==> config.mk <==
export PLATFORM = sky130hd
export DESIGN_NAME = leve1_hazard_ctl_flat
export DESIGN_NICKNAME = d
export VERILOG_FILES = /design/src/rtl/leve1_hazard_ctl_pkg.sv /design/src/rtl/leve1_hazard_ctl_if.sv /design/src/rtl/leve1_hazard_ctl_scoreboard.sv /design/src/rtl/leve1_hazard_ctl.sv /design/src/flat_wrapper.sv
export SDC_FILE = /design/constraint.sdc
export NUM_CORES = 1
export LEC_CHECK = 0
export CORE_MARGIN = 3
export CORE_UTILIZATION = 53
export CTS_CLUSTER_SIZE = 28
export DETAILED_ROUTE_END_ITERATION = 6
export HOLD_SLACK_MARGIN = 0.1
export PLACE_DENSITY = 0.86
export SYNTH_ARGS = -nofsm -noshare
export SYNTH_HDL_FRONTEND = slang
export SYNTH_SLANG_ARGS = --single-unit
==> constraint.sdc <==
create_clock -name CLK -period 6.55 [get_ports CLK]
set_input_delay 0.655 -clock CLK [delete_from_list [all_inputs] [get_ports CLK]]
set_output_delay 0.655 -clock CLK [all_outputs]
set_load 0.01 [all_outputs]
==> src/rtl/leve1_hazard_ctl_pkg.sv <==
// Shared types and RV32 decode helpers for the LEVE1 decode-stage issue controller.
package leve1_pkg;

  localparam int XLEN = 32;

  typedef enum logic [1:0] {
    RUN    = 2'd0,
    FLUSH  = 2'd1,
    SERIAL = 2'd2
  } state_t;

  localparam logic [6:0] OP_LOAD   = 7'b0000011;
  localparam logic [6:0] OP_OP     = 7'b0110011;
  localparam logic [6:0] OP_SYSTEM = 7'b1110011;
  localparam logic [6:0] OP_LUI    = 7'b0110111;
  localparam logic [6:0] OP_AUIPC  = 7'b0010111;
  localparam logic [6:0] OP_JAL    = 7'b1101111;
  localparam logic [6:0] OP_STORE  = 7'b0100011;
  localparam logic [6:0] OP_BRANCH = 7'b1100011;

  localparam logic [6:0] F7_MULDIV = 7'b0000001;

  function automatic logic uses_rs1(input logic [6:0] op);
    return !((op == OP_LUI) || (op == OP_AUIPC) || (op == OP_JAL));
  endfunction

  function automatic logic uses_rs2(input logic [6:0] op);
    return (op == OP_OP) || (op == OP_STORE) || (op == OP_BRANCH);
  endfunction

  // S/B formats carry immediate bits in the rd field, so they never write a register.
  function automatic logic writes_rd(input logic [6:0] op);
    return !((op == OP_STORE) || (op == OP_BRANCH));
  endfunction

  function automatic logic is_long(input logic [6:0] op, input logic [6:0] f7);
    return (op == OP_LOAD) || ((op == OP_OP) && (f7 == F7_MULDIV));
  endfunction

endpackage

==> src/rtl/leve1_hazard_ctl_if.sv <==
// Fetch/decode, writeback and status signals of the LEVE1 issue controller.
interface leve1_hazard_ctl_if #(
  parameter int NUM_REG = 32,
  parameter int CNT_W   = 32
) ();
  logic               IF_VALID;
  logic [31:0]        IF_INSTR;
  logic               IF_READY;
  logic               IFLASH;
  logic               EX_REDIRECT;
  logic               LWB_VALID;
  logic [4:0]         LWB_RD;
  logic               WB_SYS_DONE;
  logic [NUM_REG-1:0] SB_BUSY;
  logic [3:0]         PEND_CNT;
  logic [CNT_W-1:0]   STALL_CNT;

  modport master (
    output IF_VALID, IF_INSTR, EX_REDIRECT, LWB_VALID, LWB_RD, WB_SYS_DONE,
    input  IF_READY, IFLASH, SB_BUSY, PEND_CNT, STALL_CNT
  );

  modport slave (
    input  IF_VALID, IF_INSTR, EX_REDIRECT, LWB_VALID, LWB_RD, WB_SYS_DONE,
    output IF_READY, IFLASH, SB_BUSY, PEND_CNT, STALL_CNT
  );
endinterface

==> src/rtl/leve1_hazard_ctl_scoreboard.sv <==
// Busy-register vector and in-flight long-op counter with combinational hazard lookup.
module leve1_scoreboard #(
  parameter int NUM_REG  = 32,
  parameter int MAX_PEND = 4
) (
  input  logic               i_clk,
  input  logic               i_rst_n,
  input  logic               i_set_en,
  input  logic [4:0]         i_set_rd,
  input  logic               i_clr_en,
  input  logic [4:0]         i_clr_rd,
  input  logic [4:0]         i_rs1,
  input  logic               i_rs1_use,
  input  logic [4:0]         i_rs2,
  input  logic               i_rs2_use,
  input  logic [4:0]         i_rd,
  input  logic               i_rd_use,
  input  logic               i_long,
  output logic [NUM_REG-1:0] o_busy,
  output logic [3:0]         o_pend_cnt,
  output logic               o_hazard
);
  logic [NUM_REG-1:0] r_busy;
  logic [NUM_REG-1:0] w_busy_nxt;
  logic [NUM_REG-1:0] w_set_mask;
  logic [NUM_REG-1:0] w_clr_mask;
  logic [3:0]         r_pend;
  logic [3:0]         w_pend_nxt;
  logic               w_dec;

  // x0 is forced clear here, so a long op to x0 only moves the pending count.
  always_comb begin
    w_set_mask = '0;
    w_clr_mask = '0;
    if (i_set_en) w_set_mask[i_set_rd] = 1'b1;
    if (i_clr_en) w_clr_mask[i_clr_rd] = 1'b1;
    w_busy_nxt    = (r_busy & ~w_clr_mask) | w_set_mask;
    w_busy_nxt[0] = 1'b0;
  end

  assign w_dec      = i_clr_en && (r_pend != 4'd0);
  assign w_pend_nxt = r_pend + {3'd0, i_set_en} - {3'd0, w_dec};

  always_ff @(posedge i_clk or negedge i_rst_n) begin
    if (!i_rst_n) begin
      r_busy <= '0;
      r_pend <= 4'd0;
    end else begin
      r_busy <= w_busy_nxt;
      r_pend <= w_pend_nxt;
    end
  end

  assign o_hazard = (i_rs1_use && r_busy[i_rs1]) ||
                    (i_rs2_use && r_busy[i_rs2]) ||
                    (i_rd_use  && r_busy[i_rd])  ||
                    (i_long    && (r_pend == 4'(MAX_PEND)));

  assign o_busy     = r_busy;
  assign o_pend_cnt = r_pend;

  a_lwb_no_underflow: assert property (@(posedge i_clk) disable iff (!i_rst_n)
    i_clr_en |-> (r_pend != 4'd0));
endmodule

==> src/rtl/leve1_hazard_ctl.sv <==
// LEVE1 decode issue controller: RAW/WAW/full-queue stall, redirect flush sequencing.
// LEVE1_CSR_SERIAL_EN: hold SYSTEM ops until drained, then wait in SERIAL for WB_SYS_DONE.
module leve1_hazard_ctl
  import leve1_pkg::*;
#(
  parameter int NUM_REG      = 32,
  parameter int MAX_PEND     = 4,
  parameter int FLUSH_CYCLES = 2,
  parameter int CNT_W        = 32
) (
  input logic              CLK,
  input logic              RSTn,
  leve1_hazard_ctl_if.slave bus
);
  localparam int FC_W = $clog2(FLUSH_CYCLES + 1);

  state_t             r_state, w_state_nxt;
  logic [FC_W-1:0]    r_flush_cnt, w_flush_cnt_nxt;
  logic [CNT_W-1:0]   r_stall_cnt;
  logic [6:0]         w_op, w_f7;
  logic [4:0]         w_rd, w_rs1, w_rs2;
  logic               w_long, w_sb_haz, w_sys_hold, w_hazard;
  logic               w_if_ready, w_iflash, w_issue;
  logic [NUM_REG-1:0] w_busy;
  logic [3:0]         w_pend;

  assign w_op   = bus.IF_INSTR[6:0];
  assign w_rd   = bus.IF_INSTR[11:7];
  assign w_rs1  = bus.IF_INSTR[19:15];
  assign w_rs2  = bus.IF_INSTR[24:20];
  assign w_f7   = bus.IF_INSTR[31:25];
  assign w_long = is_long(w_op, w_f7);

  leve1_scoreboard #(.NUM_REG(NUM_REG), .MAX_PEND(MAX_PEND)) u_sb (
    .i_clk      (CLK),
    .i_rst_n    (RSTn),
    .i_set_en   (w_issue && w_long),
    .i_set_rd   (w_rd),
    .i_clr_en   (bus.LWB_VALID),
    .i_clr_rd   (bus.LWB_RD),
    .i_rs1      (w_rs1),
    .i_rs1_use  (uses_rs1(w_op)),
    .i_rs2      (w_rs2),
    .i_rs2_use  (uses_rs2(w_op)),
    .i_rd       (w_rd),
    .i_rd_use   (writes_rd(w_op)),
    .i_long     (w_long),
    .o_busy     (w_busy),
    .o_pend_cnt (w_pend),
    .o_hazard   (w_sb_haz)
  );

`ifdef LEVE1_CSR_SERIAL_EN
  assign w_sys_hold = (w_op == OP_SYSTEM) && ((w_pend != 4'd0) || (w_busy != '0));
`else
  assign w_sys_hold = 1'b0;
`endif

  assign w_hazard = w_sb_haz || w_sys_hold;
  assign w_iflash = (r_state == FLUSH);

  // Flush counter loads FLUSH_CYCLES-1 so IFLASH is high for exactly FLUSH_CYCLES cycles.
  always_comb begin
    w_state_nxt     = r_state;
    w_flush_cnt_nxt = r_flush_cnt;
    w_if_ready      = 1'b0;
    case (r_state)
      RUN: begin
        w_if_ready = !w_hazard;
        if (bus.EX_REDIRECT) begin
          w_state_nxt     = FLUSH;
          w_flush_cnt_nxt = FC_W'(FLUSH_CYCLES - 1);
        end
`ifdef LEVE1_CSR_SERIAL_EN
        else if (bus.IF_VALID && !w_hazard && (w_op == OP_SYSTEM)) begin
          w_state_nxt = SERIAL;
        end
`endif
      end
      FLUSH: begin
        w_if_ready = 1'b1;
        if (bus.EX_REDIRECT) begin
          w_flush_cnt_nxt = FC_W'(FLUSH_CYCLES - 1);
        end else if (r_flush_cnt == '0) begin
          w_state_nxt = RUN;
        end else begin
          w_flush_cnt_nxt = r_flush_cnt - 1'b1;
        end
      end
      SERIAL: begin
        if (bus.EX_REDIRECT) begin
          w_state_nxt     = FLUSH;
          w_flush_cnt_nxt = FC_W'(FLUSH_CYCLES - 1);
        end else if (bus.WB_SYS_DONE) begin
          w_state_nxt = RUN;
        end
      end
      default: w_state_nxt = RUN;
    endcase
  end

  assign w_issue = bus.IF_VALID && w_if_ready && !w_iflash;

  always_ff @(posedge CLK or negedge RSTn) begin
    if (!RSTn) begin
      r_state     <= RUN;
      r_flush_cnt <= '0;
      r_stall_cnt <= '0;
    end else begin
      r_state     <= w_state_nxt;
      r_flush_cnt <= w_flush_cnt_nxt;
      if (bus.IF_VALID && !w_if_ready && !w_iflash) r_stall_cnt <= r_stall_cnt + 1'b1;
    end
  end

  assign bus.IF_READY  = w_if_ready;
  assign bus.IFLASH    = w_iflash;
  assign bus.SB_BUSY   = w_busy;
  assign bus.PEND_CNT  = w_pend;
  assign bus.STALL_CNT = r_stall_cnt;
endmodule

==> src/flat_wrapper.sv <==
// flat-port wrapper written by rule: the top's interface ports become plain ports
module leve1_hazard_ctl_flat import leve1_pkg::*;
#(
  parameter int NUM_REG      = 32,
  parameter int MAX_PEND     = 4,
  parameter int FLUSH_CYCLES = 2,
  parameter int CNT_W        = 32
)
  (CLK, RSTn, bus_IF_VALID, bus_IF_INSTR, bus_EX_REDIRECT, bus_LWB_VALID, bus_LWB_RD, bus_WB_SYS_DONE, bus_IF_READY, bus_IFLASH, bus_SB_BUSY, bus_PEND_CNT, bus_STALL_CNT);
  leve1_hazard_ctl_if #(.NUM_REG(NUM_REG), .CNT_W(CNT_W)) bus_i ();
  input logic CLK;
  input logic RSTn;
  input wire logic [$bits(bus_i.IF_VALID)-1:0] bus_IF_VALID;
  input wire logic [$bits(bus_i.IF_INSTR)-1:0] bus_IF_INSTR;
  input wire logic [$bits(bus_i.EX_REDIRECT)-1:0] bus_EX_REDIRECT;
  input wire logic [$bits(bus_i.LWB_VALID)-1:0] bus_LWB_VALID;
  input wire logic [$bits(bus_i.LWB_RD)-1:0] bus_LWB_RD;
  input wire logic [$bits(bus_i.WB_SYS_DONE)-1:0] bus_WB_SYS_DONE;
  output wire logic [$bits(bus_i.IF_READY)-1:0] bus_IF_READY;
  output wire logic [$bits(bus_i.IFLASH)-1:0] bus_IFLASH;
  output wire logic [$bits(bus_i.SB_BUSY)-1:0] bus_SB_BUSY;
  output wire logic [$bits(bus_i.PEND_CNT)-1:0] bus_PEND_CNT;
  output wire logic [$bits(bus_i.STALL_CNT)-1:0] bus_STALL_CNT;
  assign bus_i.IF_VALID = bus_IF_VALID;
  assign bus_i.IF_INSTR = bus_IF_INSTR;
  assign bus_i.EX_REDIRECT = bus_EX_REDIRECT;
  assign bus_i.LWB_VALID = bus_LWB_VALID;
  assign bus_i.LWB_RD = bus_LWB_RD;
  assign bus_i.WB_SYS_DONE = bus_WB_SYS_DONE;
  assign bus_IF_READY = bus_i.IF_READY;
  assign bus_IFLASH = bus_i.IFLASH;
  assign bus_SB_BUSY = bus_i.SB_BUSY;
  assign bus_PEND_CNT = bus_i.PEND_CNT;
  assign bus_STALL_CNT = bus_i.STALL_CNT;
  leve1_hazard_ctl #(.NUM_REG(NUM_REG), .MAX_PEND(MAX_PEND), .FLUSH_CYCLES(FLUSH_CYCLES), .CNT_W(CNT_W)) u_core (.CLK(CLK), .RSTn(RSTn), .bus(bus_i));
endmodule
# Word level (Yosys, flattened, before mapping)
# Cells that the tools add are included.
# W data, S select, Z words.
[totals]
regBits = 71
latchBits = 0
ramBits = 0
mem_bits_ro = 0
in_bits = 43
out_inout_bits = 70
memories = 0
[op_classes]
addsub = 4
multipliers = 0
div_mod_pow = 0
order_cmp = 6
n_eq_ne = 17
n_shift = 0
muxes = 22
bitwise = 3
n_reduce_logical = 34
[op_table]
columns = ["operator", "count"]
rows = [
  ["$mux W32", 2],
  ["$add A32 B1 Y32 const B", 1],
  ["$and A32 B32 Y32", 1],
  ["$not A32 Y32", 1],
  ["$or A32 B32 Y32", 1],
  ["$lt A5 B6 Y1 const B", 4],
  ["$eq A7 B6 Y1 const B", 3],
  ["$bmux W1 S5", 3],
  ["$eq A7 B7 Y1 const B", 2],
  ["$mux W2", 7],
  ["$logic_and A1 B1 Y1", 13],
  ["$demux W1 S5", 2],
  ["$ge A5 B1 Y1 const B", 2],
  ["$logic_or A1 B1 Y1", 9],
  ["$eq A7 B1 Y1 const B", 1],
  ["$eq A7 B2 Y1 const B", 1],
  ["$eq A7 B5 Y1 const B", 1],
  ["$ne A2 B2 Y1 const B", 3],
  ["$ne A3 B3 Y1 const B", 2],
  ["$pmux W2 S3", 1],
  ["$logic_not A1 Y1", 5],
  ["$mux W1", 5],
  ["$add A4 B1 Y4", 1],
  ["$eq A4 B3 Y1 const B", 1],
  ["13 further kinds", 14],
]

# Logic depth before layout (Yosys ltp)
[depth]
word_depth = 15
ltp_mapped = 13

# Modules after synthesis
# From an unflattened synthesis, not the netlist that was laid out.
[unflattened]
hier_cells = 389
area_unflattened_um2 = 4236.6
[by_module_without_submodules]
columns = ["mod", "instances", "cells_each", "area_each_um2", "seq_area_each_um2"]
rows = [
  ["leve1_scoreboard", 1, 219, 2417.3, 875.8],
  ["leve1_hazard_ctl", 1, 170, 1819.2, 875.8],
]

# Least setup slack after synthesis
# Ideal clock, no wire load.
[synth_path]
path_type = "input-to-output"
from = "input bus_IF_INSTR[7]"
to = "output bus_IF_READY"
arrival_time_ns = 2.296
setup_slack_ns = 3.599
stages = 6
n_path_buf = 1
path_cell_list = "clkbuf_1 mux4_2 a21oi_1 o2111ai_1 a211oi_4 a21o_2"
[synth_between]
elab_chain_cells = 7
[synth_rtl]
columns = ["item", "line_no", "source"]
rows = [
  ["start, declared", "flat_wrapper.sv:14", "input wire logic [$bits(bus_i.IF_INSTR)-1:0] bus_IF_INSTR;"],
  ["$bmux W1 S5", "leve1_hazard_ctl_scoreboard.sv:56", "(i_rd_use && r_busy[i_rd]) ||"],
  ["$mux W1 (implied by the code)", "leve1_hazard_ctl_scoreboard.sv:56", ""],
  ["$logic_and A1 B1 Y1", "leve1_hazard_ctl_scoreboard.sv:56", ""],
  ["$logic_or A1 B1 Y1", "leve1_hazard_ctl_scoreboard.sv:55", "(i_rs2_use && r_busy[i_rs2]) ||"],
  ["$logic_or A1 B1 Y1", "leve1_hazard_ctl_scoreboard.sv:56", ""],
  ["$logic_not A1 Y1", "leve1_hazard_ctl.sv:69", "w_if_ready = !w_hazard;"],
  ["$pmux W1 S2", "leve1_hazard_ctl.sv:67", "case (r_state)"],
  ["end, declared", "flat_wrapper.sv:19", "output wire logic [$bits(bus_i.IF_READY)-1:0] bus_IF_READY;"],
]
# Every way passes these cells. The select of a mux whose other input is x is not followed.

# Worst setup path in the final report
[layout_path]
from = "input bus_IF_INSTR[21]"
to = "output bus_IF_READY"
[layout_between]
elab_chain_cells = 8
[layout_rtl]
columns = ["item", "line_no", "source"]
rows = [
  ["$bmux W1 S5", "leve1_hazard_ctl_scoreboard.sv:55", ""],
  ["$mux W1 (implied by the code)", "leve1_hazard_ctl_scoreboard.sv:55", ""],
  ["$logic_and A1 B1 Y1", "leve1_hazard_ctl_scoreboard.sv:55", ""],
  ["$logic_or A1 B1 Y1", "leve1_hazard_ctl_scoreboard.sv:54", "assign o_hazard = (i_rs1_use && r_busy[i_rs1]) ||"],
  ["$logic_or A1 B1 Y1", "leve1_hazard_ctl_scoreboard.sv:55", ""],
  ["$logic_or A1 B1 Y1", "leve1_hazard_ctl_scoreboard.sv:56", ""],
  ["$logic_not A1 Y1", "leve1_hazard_ctl.sv:69", ""],
  ["$pmux W1 S2", "leve1_hazard_ctl.sv:67", ""],
]
# Every way passes these cells. The select of a mux whose other input is x is not followed.

==> impl_metrics.env <==
export IMPL_status="completed"
export IMPL_syn_nets=468
export IMPL_clock_root_buffer="clkbuf_8"
export IMPL_die_h_um=95.6
export IMPL_ys_seq_area_share_pct=41.2
export IMPL_ys_warn_count=0
export IMPL_max_cap_violations=0
export IMPL_cp_num_buf_inv=2
export IMPL_cp_slowest_stage_delay_ps=900
export IMPL_peakVddDrop_mv=0.149
export IMPL_cts_made_buffers=9
export IMPL_postRouteAntennaNets=0
export IMPL_finClkSkew_ps=12.2
export IMPL_cts_buffer_depth=2
export IMPL_cts_clk_slew_worst_paths_ps=60
export IMPL_htree_levels=3
export IMPL_finalCritPeriodShare_pct=69.6
export IMPL_io_buffers=107
export IMPL_regToRegStartpoint="u_core.u_sb.o_busy[19]$_DFF_PN0_"
export IMPL_postCtsSetupBuffers=0
export IMPL_route_detailed_drc=0
export IMPL_nNetsFinal=568
export IMPL_power_mw=1.15
export IMPL_synth_top_area_cell="dfrtp_1"
export IMPL_ys_ff_latch=70
export IMPL_rows=32
export IMPL_grt_pass1_wl_um=18800
export IMPL_slowest_stage="clkdlybuf4s50_1"
export IMPL_first_iter_violations=399
export IMPL_grt_usage_pct=26.7
export IMPL_tritoncts="yes"
export IMPL_layout_min_cycle_time_ps=4560
export IMPL_setup_viol=0
export IMPL_crit_chain="clkdlybuf4s50_1 > mux4_1 > a22oi_1 > o311ai_0 > and4_4 > a211oi_4 > a21o_2 > clkdlybuf4s50_1"
export IMPL_whs_endpoint="u_core.bus.STALL_CNT[31]$_DFFE_PN0P_"
export IMPL_synth_cells=416
export IMPL_antenna_cells=0
export IMPL_synth_edf_count=0
export IMPL_start_util_pct=54.7
export IMPL_antenna_found_initial=0
export IMPL_area_growth_pct=30.3
export IMPL_r2r_end="u_core.u_sb.o_busy[15]$_DFF_PN0_"
export IMPL_synth_cell_area_um2=4250
export IMPL_totalWireLength_um=11700
export IMPL_dp_cells=607
export IMPL_io_pin_count=113
export IMPL_p_int_mw=0.802
export IMPL_fmax_mhz=219
export IMPL_power_frac_clock_pct=30.5
export IMPL_cts_sinks=70
export IMPL_grt_overflow=0
export IMPL_cp_arrival_ps=3900
export IMPL_path_class="primary input to output port"
export IMPL_crit_top_cell="clkdlybuf4s50_1"
export IMPL_combPwrFrac_pct=25.2
export IMPL_synth_async_sr_flop_share_pct=100
export IMPL_final_common_cell="clkdlybuf4s50_1"
export IMPL_p_per_area_nw_per_um2=208
export IMPL_worst_slew_pin_slew_ps=949
export IMPL_hold_depth=1
export IMPL_relSlewSlack_pct=36.5
export IMPL_crit_path_start_kind="primary input"
export IMPL_slew_viol_final=0
export IMPL_yosysTopAreaCellShare_pct=41.2
export IMPL_min_from="u_core.bus.STALL_CNT[31]$_DFFE_PN0P_"
export IMPL_core_area_um2=7770
export IMPL_die_w_um=95.6
export IMPL_wl_per_cell_um=18.8
export IMPL_grt_max_degree=71
export IMPL_via_per_inst=6.27
export IMPL_p_leak_nw=2.28
export IMPL_critPathMaxFanout=13
export IMPL_path_delay_family="buffers and inverters"
export IMPL_hold_violations=0
export IMPL_synthFlopType="dfrtp_1"
export IMPL_hold_class="register to register"
export IMPL_crit_required_ps=5890
export IMPL_clock_latency_ps=350
export IMPL_grt_pass1_vias=3852
export IMPL_r2r_cells=7
export IMPL_worst_setup_path_end_kind="output port"
export IMPL_synth_distinct_cells=59
export IMPL_drive_above_1_share_pct=10.2
export IMPL_cts_resized_gates=0
export IMPL_instances_no_fill=623
export IMPL_via_count=3907
export IMPL_pwr_share_seq_pct=44.3
export IMPL_hold_buffers=0
export IMPL_fp_dieArea_um2=9130
export IMPL_finalSetupTns_ps=0
export IMPL_rsz0062_at_grt="no"
export IMPL_drt_first_pass_iters=5
export IMPL_swShare_pct=30.4
export IMPL_fin_util_pct=71.3
export IMPL_hpwlAfterDp_um=8420
export IMPL_avgSynthCellArea_um2=10.2
export IMPL_p_switching_mw=0.350
export IMPL_gp_congestion=0.890
export IMPL_yosys_top_cells_area="dfrtp_1 (41%), o21ai_0 (6.9%), mux2i_1 (5.9%)"
export IMPL_final_cell_mix="clkdlybuf4s50_1 (106), dfrtp_1 (70), o21ai_0 (59)"
export IMPL_ff2ff_setup_slack_ps=3700
## worst max path at each step
stage,start,endpoint,depth (start not counted)
2_1_floorplan,bus_IF_INSTR[7],bus_IF_READY,6
3_3_place_gp,bus_IF_INSTR[21],bus_IF_READY,8
3_5_place_dp,bus_IF_INSTR[21],bus_IF_READY,8
4_1_cts,bus_IF_INSTR[21],bus_IF_READY,8
5_1_grt,bus_IF_INSTR[21],bus_IF_READY,8
6_report,bus_IF_INSTR[21],bus_IF_READY,8
## cells in the mapped netlist (7+ instances only)
| library cell | number |
|---|---|
| clkbuf_1 | 9 |
| nand2_1 | 20 |
| xor2_1 | 10 |
| dfrtp_1 | 70 |
| o21ai_2 | 7 |
| inv_1 | 15 |
| nor2_1 | 19 |
| nand3b_1 | 8 |
| nand3_1 | 19 |
| mux4_2 | 9 |
| o21ai_0 | 59 |
| mux2i_1 | 25 |
| nor3_1 | 11 |
| nand4_1 | 17 |
| ha_1 | 8 |
| xnor2_1 | 24 |
## power groups by stage
stage	Combinational, mW	Clock, mW	Sequential [mW]
after floorplan	0.148	0	0.524
after CTS	0.292	0.359	0.510
after global placement	0.278	0	0.516
after global routing	0.326	0.377	0.516
final	0.290	0.352	0.511
after detailed placement	0.290	0	0.518
## per-stage QoR
step / worst slack, ps / cell area (um^2) / hold slack, ps
after floorplan: 3600 / 4250 / 359
after CTS: 1990 / 5540 / 475
after detailed placement: 2020 / 5340 / 459
after global placement: 2070 / 5340 / 463
after global routing: 1860 / 5540 / 491
final: 1990 / 5540 / 473
## cell type report
type,instances,area (um^2)
Clock buffer,10,138
Clock inverter,6,61.3
Fill cell,599,2230
Inverter,15,56.3
Multi-Input combinational cell,312,2330
Sequential cell,70,1750
Tap cell,102,128
Timing Repair Buffer,108,1070
## state kept, by name (all words and copies together), names as in the netlist
| signal | flops |
|---|---|
| u_core.r_state | 1 |
| u_core.bus.STALL_CNT | 32 |
| u_core.u_sb.o_pend_cnt | 4 |
| u_core.u_sb.o_busy | 31 |
| u_core.r_flush_cnt | 2 |
## layer usage
metal	global-route usage [%]	vias to the layer above	share of wire, %
met5	0	-	0
met4	10.8	0	2.5
met1	33.9	1894	40
met2	43.7	235	48
li1	-	1741	-
met3	6.39	37	9.8
## worst register-to-register path: cells and delay by family (launching register included)
kind | cells | cell delay (ps)
multiplexers | 1 | 540
AO/OA/AOI/OAI | 4 | 1120
AND/OR/NAND/NOR | 2 | 660
flip-flops | 1 | 450
## cell families after synthesis
group / Yosys count / synth area share, %
mux: 40 / 13.3
buf+inv: 34 / 3.91
other cells: 1 / 0.0882
flops: 70 / 41.2
xor+xnor: 34 / 7.00
simple gates: 136 / 18.4
fa+ha+maj: 9 / 2.83
compound gates: 92 / 13.3
Note: power is estimated with default switching activity, not from simulation.
